## src/rtl/pattern_load_sequencer_pkg.sv

```systemverilog
// ---------------------------------------------------------------------------
// pattern_load_sequencer_pkg
//
// Shared types and constants for the pattern data register load sequencer.
//   state_t : sequencer FSM states (IDLE, REQ, LOAD, HOLD)
//   src_t   : load source select, in priority order (CMD > FETCH > CPU)
//   PAT_W   : pattern byte width
//   I_*     : array slot of each source inside the sequencer
// ---------------------------------------------------------------------------
package pattern_load_sequencer_pkg;

    localparam int PAT_W   = 8;
    localparam int NUM_SRC = 3;

    // Slot numbers match the src_t encodings so a slot index and a select
    // value can be compared directly.
    localparam int I_CMD   = 0;
    localparam int I_FETCH = 1;
    localparam int I_CPU   = 2;

    typedef enum logic [1:0] {
        IDLE = 2'd0,
        REQ  = 2'd1,
        LOAD = 2'd2,
        HOLD = 2'd3
    } state_t;

    typedef enum logic [1:0] {
        SRC_CMD   = 2'd0,
        SRC_FETCH = 2'd1,
        SRC_CPU   = 2'd2
    } src_t;

endpackage

```

## src/rtl/pattern_src_pending.sv

```systemverilog
// ---------------------------------------------------------------------------
// pattern_src_pending
//
// One-deep pending request slot for a single pattern load source: a pending
// flag, a data holding register and overrun detection.
//
// Ports:
//   clk       in   clock, rising edge
//   rst       in   asynchronous active-high reset
//   req       in   one-cycle request pulse from the source
//   req_data  in   byte captured together with an accepted request
//   cap       in   late data capture (memory fetch returns data later)
//   cap_data  in   byte stored when cap is high
//   clr       in   sequencer has finished serving this slot (HOLD cycle)
//   pending   out  request outstanding
//   data      out  held byte
//   overrun   out  combinational pulse: request arrived while still pending
// ---------------------------------------------------------------------------
module pattern_src_pending
    import pattern_load_sequencer_pkg::*;
(
    input  logic             clk,
    input  logic             rst,
    input  logic             req,
    input  logic [PAT_W-1:0] req_data,
    input  logic             cap,
    input  logic [PAT_W-1:0] cap_data,
    input  logic             clr,
    output logic             pending,
    output logic [PAT_W-1:0] data,
    output logic             overrun
);

    logic             pending_reg;
    logic [PAT_W-1:0] data_reg;
    logic             accept;

    // A request in the same cycle the slot is being cleared is a fresh
    // request, not an overrun.
    assign accept  = req && (!pending_reg || clr);
    assign overrun = req && pending_reg && !clr;

    always_ff @(posedge clk or posedge rst) begin
        if (rst) begin
            pending_reg <= 1'b0;
            data_reg    <= '0;
        end else begin
            if (accept) begin
                pending_reg <= 1'b1;
            end else if (clr) begin
                pending_reg <= 1'b0;
            end

            // On overrun the original byte is kept.
            if (accept) begin
                data_reg <= req_data;
            end else if (cap) begin
                data_reg <= cap_data;
            end
        end
    end

    assign pending = pending_reg;
    assign data    = data_reg;

endmodule

```

## src/rtl/pattern_load_sequencer.sv

```systemverilog
// ---------------------------------------------------------------------------
// pattern_load_sequencer
//
// Arbitrates three load sources for the blitter pattern data register
// (command load, memory fetch, CPU write), runs the memory fetch handshake
// and drives the ID bus and the active-low LDPATL latch strobe.
//
// Configuration macro: PATLOAD_CPU_BUFFER_EN
//   defined   : CPU writes get their own pending flag and holding register.
//   undefined : CPU writes are accepted only in IDLE with nothing else
//               pending or arriving; otherwise dropped with PATOVR set.
//
// Ports:
//   MasterClock in   system clock, rising edge
//   RESET       in   asynchronous active-high reset
//   CMDLD/CMDD  in   command load pulse and byte
//   PATFETCH    in   memory fetch request pulse
//   MACK/MD     in   memory acknowledge and read data (same cycle)
//   CPUWR/CPUD  in   CPU write pulse and byte
//   MREQ        out  memory request, high in REQ
//   ID          out  byte presented to the pattern register
//   LDPATL      out  active-low latch enable, low for the LOAD cycle
//   PATBUSY     out  state is not IDLE
//   PATRDY      out  pulse in HOLD after a fetched byte was latched
//   PATOVR      out  sticky overrun flag
// ---------------------------------------------------------------------------
module pattern_load_sequencer
    import pattern_load_sequencer_pkg::*;
(
    input  logic             MasterClock,
    input  logic             RESET,
    input  logic             CMDLD,
    input  logic [PAT_W-1:0] CMDD,
    input  logic             PATFETCH,
    input  logic             MACK,
    input  logic [PAT_W-1:0] MD,
    input  logic             CPUWR,
    input  logic [PAT_W-1:0] CPUD,
    output logic             MREQ,
    output logic [PAT_W-1:0] ID,
    output logic             LDPATL,
    output logic             PATBUSY,
    output logic             PATRDY,
    output logic             PATOVR
);

`ifdef PATLOAD_CPU_BUFFER_EN
    localparam int NUM_BUF = NUM_SRC;
`else
    localparam int NUM_BUF = NUM_SRC - 1;
`endif

    state_t           state_reg, state_next;
    src_t             sel_reg, sel_next;
    logic [PAT_W-1:0] id_reg;
    logic             ovr_reg;

    logic             req_v      [NUM_BUF];
    logic [PAT_W-1:0] req_data_v [NUM_BUF];
    logic             cap_v      [NUM_BUF];
    logic [PAT_W-1:0] cap_data_v [NUM_BUF];
    logic             clr_v      [NUM_BUF];
    logic             pend_v     [NUM_BUF];
    logic [PAT_W-1:0] data_v     [NUM_BUF];
    logic             ovr_v      [NUM_BUF];

    logic             ovr_any;
    logic             cpu_go;
    logic             cpu_drop;
    logic [PAT_W-1:0] data_cpu;
    logic [PAT_W-1:0] load_data;

    // ---------------------------------------------------------------
    // Source slot wiring. The fetch slot has no request data; its byte
    // arrives later through the capture path when MACK is seen in REQ.
    // ---------------------------------------------------------------
    always_comb begin
        req_v[I_CMD]        = CMDLD;
        req_data_v[I_CMD]   = CMDD;
        cap_v[I_CMD]        = 1'b0;
        cap_data_v[I_CMD]   = '0;

        req_v[I_FETCH]      = PATFETCH;
        req_data_v[I_FETCH] = '0;
        cap_v[I_FETCH]      = (state_reg == REQ) && MACK;
        cap_data_v[I_FETCH] = MD;
`ifdef PATLOAD_CPU_BUFFER_EN
        req_v[I_CPU]        = CPUWR;
        req_data_v[I_CPU]   = CPUD;
        cap_v[I_CPU]        = 1'b0;
        cap_data_v[I_CPU]   = '0;
`endif
    end

    generate
        for (genvar gi = 0; gi < NUM_BUF; gi++) begin : g_src
            assign clr_v[gi] = (state_reg == HOLD) && (int'(sel_reg) == gi);

            pattern_src_pending u_pending (
                .clk      (MasterClock),
                .rst      (RESET),
                .req      (req_v[gi]),
                .req_data (req_data_v[gi]),
                .cap      (cap_v[gi]),
                .cap_data (cap_data_v[gi]),
                .clr      (clr_v[gi]),
                .pending  (pend_v[gi]),
                .data     (data_v[gi]),
                .overrun  (ovr_v[gi])
            );
        end
    endgenerate

    always_comb begin
        ovr_any = 1'b0;
        for (int i = 0; i < NUM_BUF; i++) begin
            ovr_any = ovr_any | ovr_v[i];
        end
    end

`ifdef PATLOAD_CPU_BUFFER_EN
    assign cpu_go   = pend_v[I_CPU];
    assign cpu_drop = 1'b0;
    assign data_cpu = data_v[I_CPU];
`else
    // Unbuffered CPU path: a write is taken only when the sequencer would
    // pick it right now. A CMD/FETCH pulse in the same cycle outranks it,
    // so that case also counts as a drop.
    logic             cpu_direct;
    logic [PAT_W-1:0] cpu_reg;

    assign cpu_direct = CPUWR && (state_reg == IDLE) &&
                        !pend_v[I_CMD] && !pend_v[I_FETCH] &&
                        !CMDLD && !PATFETCH;
    assign cpu_go     = cpu_direct;
    assign cpu_drop   = CPUWR && !cpu_direct;
    assign data_cpu   = cpu_reg;

    always_ff @(posedge MasterClock or posedge RESET) begin
        if (RESET) begin
            cpu_reg <= '0;
        end else if (cpu_direct) begin
            cpu_reg <= CPUD;
        end
    end
`endif

    // ---------------------------------------------------------------
    // FSM
    // ---------------------------------------------------------------
    always_comb begin
        state_next = state_reg;
        sel_next   = sel_reg;
        case (state_reg)
            IDLE: begin
                if (pend_v[I_CMD]) begin
                    state_next = LOAD;
                    sel_next   = SRC_CMD;
                end else if (pend_v[I_FETCH]) begin
                    state_next = REQ;
                    sel_next   = SRC_FETCH;
                end else if (cpu_go) begin
                    state_next = LOAD;
                    sel_next   = SRC_CPU;
                end
            end
            REQ: begin
                if (MACK) begin
                    state_next = LOAD;
                end
            end
            LOAD:    state_next = HOLD;
            HOLD:    state_next = IDLE;
            default: state_next = IDLE;
        endcase
    end

    always_comb begin
        case (sel_reg)
            SRC_CMD:   load_data = data_v[I_CMD];
            SRC_FETCH: load_data = data_v[I_FETCH];
            default:   load_data = data_cpu;
        endcase
    end

    always_ff @(posedge MasterClock or posedge RESET) begin
        if (RESET) begin
            state_reg <= IDLE;
            sel_reg   <= SRC_CMD;
            id_reg    <= '0;
            ovr_reg   <= 1'b0;
        end else begin
            state_reg <= state_next;
            sel_reg   <= sel_next;
            // Remember the latched byte so ID keeps showing it once the
            // sequencer leaves HOLD.
            if (state_reg == HOLD) begin
                id_reg <= load_data;
            end
            ovr_reg <= ovr_reg | ovr_any | cpu_drop;
        end
    end

    // Holding registers do not change during LOAD/HOLD (a re-request in
    // HOLD only lands at the end of HOLD), so ID is stable for the latch.
    assign ID      = ((state_reg == LOAD) || (state_reg == HOLD)) ? load_data : id_reg;
    assign MREQ    = (state_reg == REQ);
    assign LDPATL  = (state_reg != LOAD);
    assign PATBUSY = (state_reg != IDLE);
    assign PATRDY  = (state_reg == HOLD) && (sel_reg == SRC_FETCH);
    assign PATOVR  = ovr_reg;

endmodule

```

## config.mk

```make
export PLATFORM = sky130hd
export DESIGN_NAME = pattern_load_sequencer
export DESIGN_NICKNAME = d
export VERILOG_FILES = /design/src/rtl/pattern_load_sequencer_pkg.sv /design/src/rtl/pattern_src_pending.sv /design/src/rtl/pattern_load_sequencer.sv
export SDC_FILE = /design/constraint.sdc
export NUM_CORES = 1
export LEC_CHECK = 0
export BUFFER_PORTS_ARGS = -buffer_cell sky130_fd_sc_hd__clkbuf_2
export CORE_AREA = 2 2 67 63
export CTS_BUF_LIST = sky130_fd_sc_hd__clkbuf_2
export DETAILED_ROUTE_END_ITERATION = 8
export DIE_AREA = 0 0 69 65
export PLACE_DENSITY = 0.85
export SYNTH_ARGS = -nofsm -noshare
export SYNTH_HDL_FRONTEND = slang
export SYNTH_HIERARCHICAL = 1
export SYNTH_SLANG_ARGS = --single-unit
```

## constraint.sdc

```tcl
create_clock -name MasterClock -period 3.65 [get_ports MasterClock]
set_input_delay 0.1825 -clock MasterClock [delete_from_list [all_inputs] [get_ports MasterClock]]
set_output_delay 0.1825 -clock MasterClock [all_outputs]
set_load 0.01 [all_outputs]
```

# == Word-level counts from Yosys, hierarchy flattened ==
# Index checks and enable logic that the tools add are counted.
# word_totals
wordCells,70
in_bits,30
output_inout_bits,13
regBits,39
# classes
n_reduce_logical,36
n_bitwise,3
n_eq_ne,8
mux,14
# ops
cell,n
$mux W8,3
$logic_and A1 B1 Y1,16
$pmux W8 S2,1
$mux W2,5
$pmux W2 S4,1
$reduce_bool A2 Y1,4
$logic_not A1 Y1,7
$eq A2 B2 Y1 const B,3
$logic_not A2 Y1,3
$eq A2 B1 Y1 const B,2
$mux W1,4
$ne A2 B2 Y1 const B,2
$ne A4 B2 Y1 const B,1
$reduce_and A2 Y1,2
$logic_or A1 B1 Y1,3
$or A1 B1 Y1,3
$reduce_bool A3 Y1,1

# == Logic depth before layout (Yosys ltp) ==
# depth
word_depth,10
depth_mapped,7
ltp_nobuf,5

# == Modules after synthesis ==
# Netlist, hierarchy kept.
# modules_own_cells
mod,n_inst,cells_each,area_each_um2,seq_area_each_um2
pattern_load_sequencer,1,135,1242.4,525.5
pattern_src_pending,2,32,504.2,225.2

# == Worst setup path after synthesis ==
# No wires, ideal clock.
# synth_timing
kind,register -> register
start,register state_reg[0]
end,register g_src[1].u_pending.data_reg[0]
path_buffers,2
setup_time_ns,0.125
t_required_ns,3.525
t_arrival_ns,1.927
setup_slack_ns,1.598
period_less_slack_ns,2.052
path_stages_with_launch,8
cell_sequence,dfrtp_1 -> ha_1 -> clkbuf_1 -> clkbuf_1 -> and3_1 -> nand2b_1 -> nand2_2 -> mux2_4
# synth_between
elab_chain_cells,5
elab_cells_between_ends,8
cone_classes,eq/ne (2); mux (1); reduce/logical (5)
# synth_rtl
item,line,text
"start, declared",pattern_load_sequencer.sv:53,"state_t state_reg, state_next;"
"start signal, assigned",pattern_load_sequencer.sv:193,state_reg <= state_next;
$eq A2 B2 Y1,pattern_load_sequencer.sv:97,assign clr_v[gi] = (state_reg == HOLD) && (int'(sel_reg) == gi);
$logic_and A1 B1 Y1,pattern_load_sequencer.sv:97,
$logic_or A1 B1 Y1,pattern_src_pending.sv:40,assign accept = req && (!pending_reg || clr);
$logic_and A1 B1 Y1,pattern_src_pending.sv:40,
$mux W8 / $reduce_bool A2 Y1 (equally long branches),-,
"end signal, assigned",pattern_src_pending.sv:56,data_reg <= req_data;
"end signal, assigned",pattern_src_pending.sv:58,data_reg <= cap_data;
"end, declared",pattern_src_pending.sv:35,logic [PAT_W-1:0] data_reg;
# Several ways; a longest one is shown, not always the timed one.
# A chain may end at the register's enable or synchronous reset.

# == Worst setup path in the final report ==
# layout_timing
start,register state_reg[0]
end,output port ID[5]
# layout_between
elab_chain_cells,3
elab_cells_between_ends,4
cone_classes,eq/ne (2); mux (1); reduce/logical (1)
# layout_rtl
item,line,text
$eq A2 B2 Y1,pattern_load_sequencer.sv:206,assign ID = ((state_reg == LOAD) || (state_reg == HOLD)) ? load_data : id_reg;
$logic_or A1 B1 Y1 (*),pattern_load_sequencer.sv:206,
$mux W8 (*),pattern_load_sequencer.sv:206,
"end, declared",pattern_load_sequencer.sv:40,"output logic [PAT_W-1:0] ID,"
# Every way passes the cells marked *; elsewhere a longest branch is shown, timed or not.

==> run metrics <==
IR drop worst, VDD 0.000391 V; number of port buffers 42; critical path type reg -> out; Synth Cell Area 0.00225 mm2; Peak Freq between 300 and 400 MHz; hold_ws 0.0241 ns; Slew headroom between 40 and 50%; Placer Congestion 0.791; Initial DRT Pass Iterations 4; #FFs+latches synth 39; Congestion Overflow GR 0; met3 Use GR 4.35%; Ys Warns 6; setup bufs post-CTS 0; CTS Buffer Depth 2; Antenna Nets Post-Route 0; Setup-failing EPs final 0; Num CTS Buffers 5; first-pass GRT wire length ~7.4 mm; # rows 22; Post-route DRC 0; P&R area growth vs syn 21.2%; CP cell instances ha_1 -> nor2_1 -> nand2_1 -> o21ai_0 -> clkbuf_2; drt initial violations 198; Critical-path top delay cell nor2_1; die area ~0.0045 mm2; unrepaired setup endpoints after global routing no; Slew @ Worst Pin 0.816 ns; Post-Route WL 4.84 mm; status finished clean; max reg flops 16; CTS Sinks 39; post-route setup TNS 0 ns; largest net degree at the start of global routing 28; skew final 0.0200 ns; H-tree levels 2; DP HPWL 3.47 mm; top cell type's share of synthesized area 43.4%; GRT Util Overall between 20% and 30%; drt wl/cell 15.2 um; final hold vios 0; CTS tree built; Die Ht 65 um; Max stage delay on crit path roughly 0.57 ns; final slew viol count 0; top post-synthesis cells by area dfrtp_1, mux2_4, mux2_2, o22ai_1, o21ai_0; ANT cells 0; largest fanout on the critical path 27; Placement Setup Slack ~1.5 ns; Critical Path Source Type flip-flop; I/O Pins 43; Worst Path Arrival around 2.4 ns; initial antenna violation count 0; vias between 1.5k and 2k; busiest grt layer met2; # hold bufs at CTS 10; met1 Track Usage GR 28.5%; Critical Path RT 3.47 ns; P_leak between 1 and 1.5 nW; Pwr per Cell Area between 600 and 700 mW/mm2; Core Area just under 0.004 mm2; crit path time final between 2 and 3 ns; fin crit share 69.4%; most frequent cells in the layout clkbuf_2, dfrtp_1, mux2_4; final worst slack roughly 1.1 ns; worst-skew pair later-pin latency 0.40 ns; via-per-instance ratio ~5.4; commonest non-fill, non-tap cell in the layout clkbuf_2; worst min path class in -> reg; Post-Syn Instances around 200; Seq/Total Area, Yosys 43.4%; grt met2 use a little over a third; clk root buf clkbuf_2; Max Cap Violations 0; Die Width 69 um; vias in the first global route approximately 1.6k; Synth area leader dfrtp_1; unique cell type count in the Yosys netlist 26; layout cells sized above 1 35.1%; Mean Syn Cell Area roughly 11 um2; Worst setup EP type output pin; Final nets around 310; Initial Utilization 58.4%; clock slew at reported path FFs 0.18 ns; post-cts resize count 0; Reg2Reg Setup Slack ~1.4 ns
## cell type report
type                       instances  area [um2]
clock inverter                     3        15.0
multi-input combinational        145        1200
inverter                          20        75.1
sequential                        39         976
timing repair buffer              59         380
tap                               48        60.1
clock buffer                       5        25.0
fill                             284        1130
## synthesized netlist by cell type
| cell type | instances |
|---|---|
| dfrtp_1 | 39 |
| mux2_4 | 32 |
| inv_1 | 20 |
| o21ai_0 | 19 |
| o22ai_1 | 16 |
| nand2_1 | 11 |
| mux2_2 | 9 |
| nor2b_1 | 9 |
| a211oi_1 | 8 |
| clkbuf_1 | 8 |
| ha_1 | 5 |
| nor2_1 | 4 |
| buf_6 | 3 |
| and3_1 | 2 |
| nand2_2 | 2 |
| nand2b_1 | 2 |
| a2111o_1 | 1 |
| a311o_2 | 1 |
| a32oi_1 | 1 |
| and2_1 | 1 |
| conb_1 | 1 |
| mux2i_1 | 1 |
| nand3b_1 | 1 |
| nor3b_1 | 1 |
| or3b_1 | 1 |
| or4_4 | 1 |
## worst max-delay path: cells and delay by family, from the launching register on
family                   cells  cell delay, ns
AND/OR/NAND/NOR              2            0.71
adder cells (fa/ha/maj)      1            0.49
flip-flops                   1            0.45
buffers and inverters        1            0.18
AO/OA/AOI/OAI                1            0.13
## path summary, 6_finish.rpt
check                                         start                                endpoint  cells past startpoint
max reg2reg                state_reg[0]$_DFFE_PP0P_  g_src[1].u_pending/data[3]$_DFFE_PP0P_                      5
min                                         CMDD[2]  g_src[0].u_pending/data[2]$_DFFE_PP0P_                      2
min reg2reg                        PATOVR$_DFF_PP0_                        PATOVR$_DFF_PP0_                      1
min in group asynchronous                     RESET  g_src[1].u_pending/data[0]$_DFFE_PP0P_                      3
max in group asynchronous                     RESET                        PATOVR$_DFF_PP0_                      3
max                        state_reg[0]$_DFFE_PP0P_                                   ID[5]                      5
## layer usage
layer,part of all wire [%],vias to the layer above
met4,2.0,0
li1,-,824
met3,6.8,11
met1,44,797
met5,0,-
met2,47,79
## cells by family after synthesis
group | after synthesis | share of synthesized area, %
AO/OA/AOI/OAI | 46 | 12.7
multiplexers | 42 | 26.3
flip-flops | 39 | 43.4
AND/OR/NAND/NOR | 35 | 8.50
buffers and inverters | 31 | 6.17
adder cells (fa/ha/maj) | 5 | 2.78
other | 1 | 0.167
## power breakdown
group	internal (mW)	leakage (nW)	switching [mW]
logic	0.507	0.904	0.462
clock network	0.0440	0.0325	0.142
registers	0.578	0.476	0.124
## per-stage QoR
step | instance area, um2 | power (mW) | cells | utilization [%]
floorplan | 2310 | 1.39 | 215 | -
global placement | 2520 | 1.61 | 294 | 65.3
detailed placement | 2520 | 1.66 | 294 | 65.3
CTS | 2660 | 1.85 | 312 | 69.0
global route | 2730 | 1.99 | 319 | 70.8
finish | 2730 | 1.86 | 319 | 70.8
(Power assumes the default switching activity.)
